[src/rtl/dps_frame_ctrl_if.sv]
// Pixel-array strobe bus and row readout handshake between the frame controller and the array/consumer.
interface dps_frame_ctrl_if #(
    parameter int unsigned ROWS     = 2,
    parameter int unsigned ADC_BITS = 8
);
    logic                erase;
    logic                expose;
    logic                convert;
    logic [ADC_BITS-1:0] adc_count;
    logic [ROWS-1:0]     read_en;
    logic                data_valid;
    logic                data_ready;

    modport master (
        output erase, expose, convert, adc_count, read_en, data_valid,
        input  data_ready
    );

    modport slave (
        input  erase, expose, convert, adc_count, read_en, data_valid,
        output data_ready
    );
endinterface

[src/rtl/dps_frame_ctrl.sv]
// Frame sequencer for the digital pixel sensor: erase, exposure, ramp conversion and
// row-by-row readout with valid/ready backpressure, single-shot or continuous.
module dps_frame_ctrl #(
    parameter int unsigned ROWS     = 2,
    parameter int unsigned ADC_BITS = 8,
    parameter int unsigned EXP_W    = 8
) (
    input  logic             clk,
    input  logic             reset,
    input  logic             start,
    input  logic             continuous,
    input  logic [EXP_W-1:0] expose_time,
    dps_frame_ctrl_if.master pix,
    output logic             busy,
    output logic             frame_done,
    output logic             overrun
);
    localparam int unsigned RW = (ROWS > 1) ? $clog2(ROWS) : 1;

    localparam logic [2:0] S_IDLE    = 3'd0;
    localparam logic [2:0] S_ERASE   = 3'd1;
    localparam logic [2:0] S_EXPOSE  = 3'd2;
    localparam logic [2:0] S_CONVERT = 3'd3;
    localparam logic [2:0] S_READ    = 3'd4;
    localparam logic [2:0] S_DONE    = 3'd5;

    localparam logic [ADC_BITS-1:0] ADC_LAST = '1;
    localparam logic [RW-1:0]       ROW_LAST = RW'(ROWS - 1);

    logic [2:0]          state,      state_nxt;
    logic [EXP_W-1:0]    exp_m1,     exp_m1_nxt;
    logic [EXP_W-1:0]    exp_cnt,    exp_cnt_nxt;
    logic [RW-1:0]       row,        row_nxt;
    logic [ADC_BITS-1:0] adc_q,      adc_nxt;
    logic                overrun_q,  overrun_nxt;
    logic                erase_q,    erase_nxt;
    logic                expose_q,   expose_nxt;
    logic                convert_q,  convert_nxt;
    logic                valid_q,    valid_nxt;
    logic                busy_q,     busy_nxt;
    logic                done_q,     done_nxt;
    logic [ROWS-1:0]     read_en_q,  read_en_nxt;
    logic [EXP_W-1:0]    lat_val;

    // Exposure length minus one, with a requested length of 0 behaving as 1
    assign lat_val = (expose_time == '0) ? '0 : expose_time - EXP_W'(1);

    always_ff @(posedge clk or negedge reset) begin
        if (!reset) begin
            state     <= S_IDLE;
            exp_m1    <= '0;
            exp_cnt   <= '0;
            row       <= '0;
            adc_q     <= '0;
            overrun_q <= 1'b0;
            erase_q   <= 1'b0;
            expose_q  <= 1'b0;
            convert_q <= 1'b0;
            valid_q   <= 1'b0;
            busy_q    <= 1'b0;
            done_q    <= 1'b0;
            read_en_q <= '0;
        end else begin
            state     <= state_nxt;
            exp_m1    <= exp_m1_nxt;
            exp_cnt   <= exp_cnt_nxt;
            row       <= row_nxt;
            adc_q     <= adc_nxt;
            overrun_q <= overrun_nxt;
            erase_q   <= erase_nxt;
            expose_q  <= expose_nxt;
            convert_q <= convert_nxt;
            valid_q   <= valid_nxt;
            busy_q    <= busy_nxt;
            done_q    <= done_nxt;
            read_en_q <= read_en_nxt;
        end
    end

    // Next state, counters, and outputs decoded from the next state so they register with it
    always_comb begin
        state_nxt   = state;
        exp_m1_nxt  = exp_m1;
        exp_cnt_nxt = exp_cnt;
        row_nxt     = row;
        adc_nxt     = '0;
        overrun_nxt = overrun_q;

        case (state)
            S_IDLE: begin
                if (start) begin
                    exp_m1_nxt  = lat_val;
                    overrun_nxt = 1'b0;
                    state_nxt   = S_ERASE;
                end
            end
            S_ERASE: begin
                exp_cnt_nxt = exp_m1;
                state_nxt   = S_EXPOSE;
            end
            S_EXPOSE: begin
                if (exp_cnt == '0) begin
                    state_nxt = S_CONVERT;
                end else begin
                    exp_cnt_nxt = exp_cnt - EXP_W'(1);
                end
            end
            S_CONVERT: begin
                if (adc_q == ADC_LAST) begin
                    row_nxt   = '0;
                    state_nxt = S_READ;
                end else begin
                    adc_nxt = adc_q + ADC_BITS'(1);
                end
            end
            S_READ: begin
                if (valid_q && pix.data_ready) begin
                    if (row == ROW_LAST) begin
                        state_nxt = S_DONE;
                    end else begin
                        row_nxt = row + RW'(1);
                    end
                end
            end
            S_DONE: begin
                if (continuous) begin
                    exp_m1_nxt = lat_val;
                    state_nxt  = S_ERASE;
                end else begin
                    state_nxt = S_IDLE;
                end
            end
            default: state_nxt = S_IDLE;
        endcase

        if (start && (state != S_IDLE)) begin
            overrun_nxt = 1'b1;
        end

        erase_nxt   = (state_nxt == S_ERASE);
        expose_nxt  = (state_nxt == S_EXPOSE);
        convert_nxt = (state_nxt == S_CONVERT);
        valid_nxt   = (state_nxt == S_READ);
        busy_nxt    = (state_nxt != S_IDLE);
        done_nxt    = (state_nxt == S_DONE);
        read_en_nxt = (state_nxt == S_READ) ? (ROWS'(1) << row_nxt) : '0;
    end

    assign pix.erase      = erase_q;
    assign pix.expose     = expose_q;
    assign pix.convert    = convert_q;
    assign pix.adc_count  = adc_q;
    assign pix.read_en    = read_en_q;
    assign pix.data_valid = valid_q;
    assign busy           = busy_q;
    assign frame_done     = done_q;
    assign overrun        = overrun_q;
endmodule

[src/flat_wrapper.sv]
// flat-port wrapper written by rule: the top's interface ports become plain ports
module dps_frame_ctrl_flat 
#(
    parameter int unsigned ROWS     = 2,
    parameter int unsigned ADC_BITS = 8,
    parameter int unsigned EXP_W    = 8
)
  (clk, reset, start, continuous, expose_time, busy, frame_done, overrun, pix_erase, pix_expose, pix_convert, pix_adc_count, pix_read_en, pix_data_valid, pix_data_ready);
  dps_frame_ctrl_if #(.ROWS(ROWS), .ADC_BITS(ADC_BITS)) pix_i ();
  input  logic clk;
  input  logic reset;
  input  logic start;
  input  logic continuous;
  input  logic [EXP_W-1:0] expose_time;
  output logic busy;
  output logic frame_done;
  output logic overrun;
  output wire logic [$bits(pix_i.erase)-1:0] pix_erase;
  output wire logic [$bits(pix_i.expose)-1:0] pix_expose;
  output wire logic [$bits(pix_i.convert)-1:0] pix_convert;
  output wire logic [$bits(pix_i.adc_count)-1:0] pix_adc_count;
  output wire logic [$bits(pix_i.read_en)-1:0] pix_read_en;
  output wire logic [$bits(pix_i.data_valid)-1:0] pix_data_valid;
  input wire logic [$bits(pix_i.data_ready)-1:0] pix_data_ready;
  assign pix_erase = pix_i.erase;
  assign pix_expose = pix_i.expose;
  assign pix_convert = pix_i.convert;
  assign pix_adc_count = pix_i.adc_count;
  assign pix_read_en = pix_i.read_en;
  assign pix_data_valid = pix_i.data_valid;
  assign pix_i.data_ready = pix_data_ready;
  dps_frame_ctrl #(.ROWS(ROWS), .ADC_BITS(ADC_BITS), .EXP_W(EXP_W)) u_core (.clk(clk), .reset(reset), .start(start), .continuous(continuous), .expose_time(expose_time), .pix(pix_i), .busy(busy), .frame_done(frame_done), .overrun(overrun));
endmodule
[config.mk]
export PLATFORM = sky130hd
export DESIGN_NAME = dps_frame_ctrl_flat
export DESIGN_NICKNAME = d
export VERILOG_FILES = /design/src/rtl/dps_frame_ctrl_if.sv /design/src/rtl/dps_frame_ctrl.sv /design/src/flat_wrapper.sv
export SDC_FILE = /design/constraint.sdc
export NUM_CORES = 1
export LEC_CHECK = 0
export ABC_AREA = 1
export CORE_MARGIN = 2
export CORE_UTILIZATION = 35
export CTS_CLUSTER_SIZE = 10
export DETAILED_ROUTE_END_ITERATION = 10
export PLACE_DENSITY_LB_ADDON = 0.2
export SLEW_MARGIN = 20
export SYNTH_ARGS = -nofsm -noshare
export SYNTH_HDL_FRONTEND = slang
export SYNTH_SLANG_ARGS = --single-unit
[constraint.sdc]
create_clock -name clk -period 1.5 [get_ports clk]
set_input_delay 0.225 -clock clk [delete_from_list [all_inputs] [get_ports clk]]
set_output_delay 0.225 -clock clk [all_outputs]
set_load 0.02 [all_outputs]
# Word level (Yosys, flattened, before mapping)
# Index checks and enable logic that the tools add are counted.
[classes] reduce_logical=14 mux=23 magnitude_cmp=0 eq_ne=14 n_addsub=4 shifts=1 div=0 n_mul=0 bitwise=0
[ops] operator="two-way mux 8 bit" count=6
[ops] operator="one-hot mux 8 bit (2 select lines)" count=2
[ops] operator="one-hot mux 3 bit (6 select lines)" count=1
[ops] operator="logical NOT 8 bit" count=2
[ops] operator="subtractor 8 x 1 -> 8 bit (second input constant)" count=2
[ops] operator="two-way mux 3 bit" count=5
[ops] operator="equality test 3 x 2 -> 1 bit (second input constant)" count=4
[ops] operator="equality test 3 bit (second input constant)" count=4
[ops] operator="adder 8 x 1 -> 8 bit (second input constant)" count=1
[ops] operator="equality test 8 bit (second input constant)" count=1
[ops] operator="nonzero test 2 bit" count=4
[ops] operator="two-way mux 1 bit" count=7
[ops] operator="equality test 3 x 1 -> 1 bit (second input constant)" count=2
[ops] operator="!= test 2 bit (second input constant)" count=3
[ops] operator="nonzero test 3 bit" count=2
[ops] operator="AND reduction 2 bit" count=2
[ops] operator="logical NOT 3 bit" count=1
[ops] operator="AND reduction 3 bit" count=1
[ops] operator="logical AND 1 bit" count=2
[ops] operator="two-way mux 2 bit" count=1
[ops] operator="one-hot mux 1 bit (2 select lines)" count=1
[ops] operator="<< shifter 1 x 1 -> 2 bit (first input constant)" count=1
[ops] operator="adder 1 bit (second input constant)" count=1
[totals] rom_bits=0 mem_bits_rw=0 in_bits=13 mem_count=0 latchBits=0 word_cells=69 register_bits=37 out_inout_bits=17

# Logic depth before layout (Yosys ltp)
# Gate-level depths: netlist of the first run.
[depth] depth_word=6 mapped_depth=9 mapped_depth_nobuf=9

# Least setup slack after synthesis of the first run
# OpenSTA, ideal clock, no wires.
[synth_timing] path_type="reg2reg" startpoint="register u_core.adc_q[0] (netlist: u_core.pix.adc_count[0])" endpoint="register u_core.read_en_q[1] (netlist: u_core.pix.read_en[1])" synth_period_minus_slack_ps=1508 arrival_time_ps=1437 required_ps=1428 n_path_buf=0 path_stages_with_launch=10 setup_time_ps=72 setup_slack_ps=-8 path_cell_list="dfrtp_1 ha_1 nand2_1 nor2_2 nand2_1 nand2_4 nand2_2 nor2_4 nand2_2 nor2_1"
[synth_between] elab_chain_cells=5 word_cells_on_any_way=8 cone_classes="eq/ne: 2; shift: 1; mux: 5"
[synth_rtl] element="from (decl)" line_no="dps_frame_ctrl.sv:34" text="logic [ADC_BITS-1:0] adc_q, adc_nxt;"
[synth_rtl] element="from (signal assigned)" line_no="dps_frame_ctrl.sv:68" text="adc_q <= adc_nxt;"
[synth_rtl] element="equality test 8 bit (*)" line_no="dps_frame_ctrl.sv:109" text="if (adc_q == ADC_LAST) begin"
[synth_rtl] element="two-way mux 3 bit / two-way mux 1 bit (equally long branches)" line_no="dps_frame_ctrl.sv:109"
[synth_rtl] element="one-hot mux 3 bit (6 select lines) / one-hot mux 1 bit (2 select lines) (equally long branches)" line_no="dps_frame_ctrl.sv:89" text="case (state)"
[synth_rtl] element="equality test 3 bit / << shifter 1 x 1 -> 2 bit (equally long branches)" line_no="dps_frame_ctrl.sv:146" text="read_en_nxt = (state_nxt == S_READ) ? (ROWS'(1) << row_nxt) : '0;"
[synth_rtl] element="two-way mux 2 bit (*)" line_no="dps_frame_ctrl.sv:146"
[synth_rtl] element="named net u_core.read_en_nxt[1]" line_no="dps_frame_ctrl.sv:42" text="logic [ROWS-1:0] read_en_q, read_en_nxt;"
[synth_rtl] element="to (signal assigned)" line_no="dps_frame_ctrl.sv:76" text="read_en_q <= read_en_nxt;"
[synth_rtl] element="to (decl)" line_no="dps_frame_ctrl.sv:42"
# Mark *: on every way through the listed nets, which the timed path passes. The rest lies on a longest branch.
# A chain may end at the register's enable or synchronous reset.

# Worst setup path after layout of the first run
[layout_timing] startpoint="register u_core.erase_q (netlist: u_core.pix.erase)" endpoint="output pix_erase"
[layout_rtl] element="from (decl)" line_no="dps_frame_ctrl.sv:36" text="logic erase_q, erase_nxt;"
[layout_rtl] element="from (signal assigned)" line_no="dps_frame_ctrl.sv:70" text="erase_q <= erase_nxt;"
[layout_rtl] element="to (decl)" line_no="flat_wrapper.sv:18" text="output wire logic [$bits(pix_i.erase)-1:0] pix_erase;"
# No word-level cell between the ends.

==> results of run 1 <==
cells by family (layout without fill, tap and decap cells):
| kind of cell | count (synthesis) | count (layout) | synth area share |
|---|---|---|---|
| AOI/OAI and AO/OA | 23 | 23 | 0.06928 |
| xor gates and xnor gates | 7 | 7 | 0.03203 |
| adders and majority gates | 3 | 3 | 0.01961 |
| buffers and inverters | 35 | 104 | 0.07320 |
| DFF | 37 | 37 | 0.4837 |
| and+or+nand+nor | 132 | 132 | 0.3222 |
metrics by stage:
stage          std cells  power, mW  utilization
2_1_floorplan        237      1.040            -
3_3_place_gp         357      1.112       0.4745
3_5_place_dp         357      1.112       0.4745
4_1_cts              369      1.848       0.4976
5_1_grt              376      1.906       0.5135
6_report             376      1.815       0.5135
metal layers:
layer,vias up,track usage
li1,874,-
met1,757,0.1981
met2,27,0.2284
met5,-,0
met3,0,0.02442
met4,0,0.05789
area by class of cell:
| type | instances | area [um2] |
|---|---|---|
| well taps | 70 | 87.58 |
| clock inverters | 1 | 7.507 |
| fillers | 508 | 2532 |
| repair buffers | 63 | 566.8 |
| inverters | 33 | 123.9 |
| multi-input cells | 165 | 873.3 |
| flip-flops and latches | 37 | 927.1 |
| clock buffers | 7 | 86.33 |
cells in the mapped netlist, types with 4 or more instances:
library cell  instances  area share
a21oi_1               4       0.010
dfrtp_1              37        0.48
inv_1                28       0.055
inv_2                 5      0.0098
nand2_1              64        0.13
nand3_1              18       0.047
nor2_1               25       0.049
nor2_2                5       0.016
o21ai_0              11       0.029
o21ai_1               5       0.013
xor2_1                5       0.023
state kept, by name (all words and copies together), names as in the netlist, 2 cells and up:
name,flops
u_core.state,3
u_core.pix.adc_count,8
u_core.pix.read_en,2
u_core.exp_m1,8
u_core.exp_cnt,8
power by group through the flow:
| stage | clock, mW | combinational, mW | sequential, mW |
|---|---|---|---|
| 2_1_floorplan | 0 | 0.0231 | 1.02 |
| 3_3_place_gp | 0 | 0.0954 | 1.02 |
| 3_5_place_dp | 0 | 0.0956 | 1.02 |
| 4_1_cts | 0.754 | 0.0977 | 0.997 |
| 5_1_grt | 0.800 | 0.109 | 0.996 |
| 6_report | 0.723 | 0.0956 | 0.997 |
cells in the final DEF (no fill, tap or decap), types with 7 or more instances in the layout:
| cell | count |
|---|---|
| clkdlybuf4s50_1 | 18 |
| dlygate4sd2_1 | 7 |
| nor2_1 | 24 |
| dfrtp_1 | 36 |
| o21ai_0 | 10 |
| inv_2 | 8 |
| buf_4 | 31 |
| nand2_1 | 63 |
| nand3_1 | 17 |
| inv_1 | 25 |
timing repair:
action	CTS	global route
endpoints found under the hold margin	18	0
hold buffers	1	0
gates cloned	0	0
pin swaps	1	6
gates resized for setup	8	13
setup buffers	3	7
endpoints found under the setup margin	13	21
worst paths after layout:
path	end	cells past startpoint	startpoint
max in group asynchronous	u_core.exp_cnt[3]	3	reset
setup / recovery	pix_erase	1	u_core.pix.erase
hold reg to reg	u_core.exp_m1[6]	2	u_core.exp_m1[6]
setup reg to reg	u_core.state[0]	9	u_core.pix.adc_count[1]
hold / removal	u_core.frame_done	2	reset
min in group clk	u_core.exp_m1[6]	2	u_core.exp_m1[6]
==> impl_metrics.tcl, run 1 <==
set metrics [dict create \
    clkTransAtPathRegs_ns 0.08 \
    p_leak_nw 1.389 \
    critical-path-top-delay-family "buffers and inverters" \
    seqPwrFrac 0.549 \
    die_x_um 77.96 \
    wl_met1_um 1991 \
    drive_gt1_frac 0.2353 \
    place_area_um2 2470 \
    core_um2 5205 \
    synth_seq_area_share 0.4837 \
    vias 1658 \
    finalInstanceArea_um2 2673 \
    clock-sinks 37 \
    area_delta_synth_final_pct 39.61 \
    fin_crit_ns 1.439 \
    p_sw_uw 395.8 \
    numCtsBuffers 5 \
    cap_viol_max_count 0 \
    p_int_mw 1.420 \
    setup_tns_ns 0 \
    async_reset_ff_frac 1.000 \
    crit_required_ns 1.27 \
    drtIter0Drc 103 \
    rrSetupSlack_ns 0.09 \
    ys.flop_type "dfrtp_1" \
    wl_met2_um 1758 \
    cp_max_fo 1 \
    cp-start-kind "register" \
    setup_slack_ns 0.06142 \
    synth_cell_type_count 28 \
    tightest_slew_ns 0.4630 \
    ir_drop_mv 0.4694 \
    drtAntennaViolNets 0 \
    synthCells 237 \
    cp.arrival_ns 1.21 \
    relSlewSlack 0.6913 \
    start_util 0.3678 \
    gr-usage-all-layers 0.1448 \
    antenna_found_initial 0 \
    place.gp.congestion 0.7452 \
    finalNetCount 321 \
    crit_path_end_kind "primary output" \
    cp_slowest_cell "clkdlybuf4s50_1" \
    path_buf_inv 1 \
    cts.path.max_buffers 2 \
    ys_ff_latch 37 \
    ys.warnings.count 0 \
    finalMaxSlewViolations 0 \
    diodes 0 \
    std_cell_rows 26 \
    cts_root_buf "clkbuf_8" \
    worstHoldPathType "primary input to async pin" \
    slowest_delay_ns 0.60 \
    synth_nets 253 \
    p_comb_frac 0.053 \
    io_buffers 29 \
    crit_type "register to primary output" \
    dieArea_um2 6077 \
    vias_per_cell 4.410 \
    dr.pass1.iters 4 \
    period_share 0.9591 \
    max_freq_mhz 695.1 \
    cts-htree-levels 2 \
    hold_slack_ns 0.4197 \
    grt_pass1_wl_um 7100 \
    synth_area_per_cell_um2 8.077 \
    clk_latency_ns 0.29 \
    wire_per_inst_um 10.37 \
    syn-cell-area_um2 1914 \
    synth_edf_count 0 \
    grt_overflow 0 \
    wirelength_um 3900 \
    dpl_worst_slack_ns -0.05623 \
    wl_met3_um 150 \
    grt_pass1_vias 1640 \
    hold_viol 0 \
    io-pin-count 30 \
    p_sw_frac 0.2180 \
    cp_cell_sequence "clkdlybuf4s50_1" \
    fp.dieH_um 77.96 \
    powerDensity_nw_per_um2 679.3 \
    dp_hpwl_um 2990 \
    finalSetupViolations 0 \
    cts_tree "done" \
    grt_max_degree 20 \
    status "finished, final reports clean" \
    clock_power_share 0.398 \
    skew_ns 0.007874 \
    drc 0 \
    maxUsedRoutingLayer "met3" \
]
(Power assumes the default switching activity.)
==> inputs of run 2 (changes only) <==
==> constraint.sdc (replaced) <==
create_clock -name clk -period 1.5 [get_ports clk]
set_input_delay 0.225 -clock clk [delete_from_list [all_inputs] [get_ports clk]]
set_output_delay 0.225 -clock clk [all_outputs]
set_load 0.1 [all_outputs]
==> impl_metrics.tcl, run 2 (synthesized netlist as in run 1, its figures left out) <==
set metrics [dict create \
    place.gp.congestion 0.8219 \
    drtAntennaViolNets 0 \
    r2r-start "u_core.state[2]" \
    p_leak_nw 1.437 \
    grt_max_degree 38 \
    die_x_um 77.96 \
    crit_required_ns 1.74 \
    finalMaxSlewViolations 0 \
    powerDensity_nw_per_um2 629.7 \
    fin_util 0.5550 \
    cp_cell_sequence "buf_4, nor2_2, buf_4, nand2_4, buf_4, a21oi_1, o21a_1" \
    finalNetCount 317 \
    dieArea_um2 6077 \
    ir_drop_mv 0.3695 \
    io_buffers 29 \
    fin_crit_ns 1.408 \
    vias_per_cell 4.449 \
    drc 0 \
    numCtsBuffers 5 \
    area_delta_synth_final_pct 50.91 \
    grt_overflow 0 \
    ctsHoldBuffers 0 \
    status "finished, final reports clean" \
    max_freq_mhz 710.3 \
    hold_viol 0 \
    crit_type "register to register" \
    wire_per_inst_um 10.71 \
    gr-usage-all-layers 0.1478 \
    finalSetupViolations 0 \
    dr.pass1.iters 4 \
    std_cell_rows 26 \
    finalInstanceArea_um2 2889 \
    cts_tree "done" \
    cp_slowest_cell "dfrtp_1" \
    core_um2 5205 \
    vias 1655 \
    clock-sinks 37 \
    start_util 0.3678 \
    antenna_found_initial 0 \
    clk_latency_ns 0.29 \
    dpl.cell_count 359 \
    crit_top_cell "buf_4" \
    dp_hpwl_um 3079 \
    crit_path_end_kind "register" \
    final_common_cell "nand2_1" \
    timing.reg2reg.worst_path_depth 7 \
    slowest_delay_ns 0.44 \
    layout_common_cells "60 x nand2_1, 28 x dfrtp_1, 25 x inv_1, 25 x buf_4, 23 x nor2_1" \
    io-pin-count 30 \
    relSlewSlack 0.8076 \
    drive_gt1_frac 0.3179 \
    cts.path.max_buffers 2 \
    rsz0062_at_grt "false" \
    period_share 0.9386 \
    grt_pass1_vias 1678 \
    cap_viol_max_count 0 \
    cts_root_buf "clkbuf_8" \
    grt_pass1_wl_um 7127 \
    cp-start-kind "register" \
    drtIter0Drc 73 \
    rrSetupSlack_ns 0.09 \
    cp.arrival_ns 1.65 \
    diodes 0 \
    place_area_um2 2710 \
    skew_ns 0.009542 \
    r2r_end "u_core.pix.adc_count[7]" \
    cts-htree-levels 2 \
    wirelength_um 3985 \
    tightest_slew_ns 0.2878 \
    clkTransAtPathRegs_ns 0.08 \
    fp.dieH_um 77.96 \
    final_cells 372 \
    cp_max_fo 4 \
    worstHoldPathType "primary input to async pin" \
]
## run 2: changes by cell type in the layout (fill, tap and decap cells not counted), moves of 3 or more
cell and change:
dfrtp_2 +6, buf_12 +18, dlymetal6s2s_1 -3, dlygate4sd2_1 -7, buf_4 -6, clkdlybuf4s50_1 -6
nand2_1 -3, dfrtp_1 -8
## run 2: repair_timing
item | in CTS | in global routing
resized for setup | 1 | 16
pin swaps | 1 | 6
endpoints found under the setup margin | 5 | 11
buffers inserted | 1 | 5
## run 2: how the worst max path moves through the flow
stage                            startpoint                       to  slack, ns  depth (start not counted)
CTS                       u_core.exp_cnt[0]        u_core.exp_cnt[5]       0.01                          9
finish                      u_core.state[2]  u_core.pix.adc_count[7]       0.09                          7
floorplan           u_core.pix.adc_count[0]    u_core.pix.read_en[1]      -0.06                          9
global route        u_core.pix.adc_count[1]    u_core.pix.read_en[0]      0.009                          9
global placement             expose_time[0]         u_core.exp_m1[0]      -0.02                          8
detailed placement           expose_time[0]         u_core.exp_m1[4]      -0.09                          8
## run 2: worst max-delay path: cells and delay by family, from the launching register on
kind                   cells  cell delay, ns
flip-flops                 1            0.44
AO/OA/AOI/OAI              2            0.25
buffers and inverters      3            0.46
AND/OR/NAND/NOR            2            0.22
## run 2: area by class of cell
class,count,area [um2]
Inverter,33,126.4
Fill cell,495,2316
Tap cell,70,87.58
Clock inverter,1,7.507
Sequential cell,37,942.2
Multi-Input combinational cell,165,908.4
Clock buffer,7,86.33
Timing Repair Buffer,59,730.7
## run 2: layer usage
metal | routed length [um] | GRT usage | up-vias
li1 | - | - | 871
met1 | 1958 | 0.1930 | 747
met2 | 1803 | 0.2336 | 29
met3 | 138 | 0.03953 | 8
met4 | 84 | 0.05789 | 0
met5 | 0 | 0 | -
## run 2: per-stage QoR
step | power [mW] | hold WS (ns) | TNS (ns) | setup slack, ns
after global placement | 1.115 | 0.4653 | -0.08507 | -0.01742
after global routing | 1.907 | 0.3219 | 0 | 0.008751
after CTS | 1.845 | 0.3093 | 0 | 0.01181
final | 1.819 | 0.3019 | 0 | 0.09211
after detailed placement | 1.117 | 0.4814 | -0.4505 | -0.08553
after floorplan | 1.040 | -0.07059 | -0.2610 | -0.06497
## run 2: report_power, final
part / internal (mW) / leakage, nW / switching (mW)
Combinational: 0.0510 / 0.934 / 0.0465
Clock: 0.373 / 0.0445 / 0.352
Sequential: 0.997 / 0.458 / 0.0000000000000000653
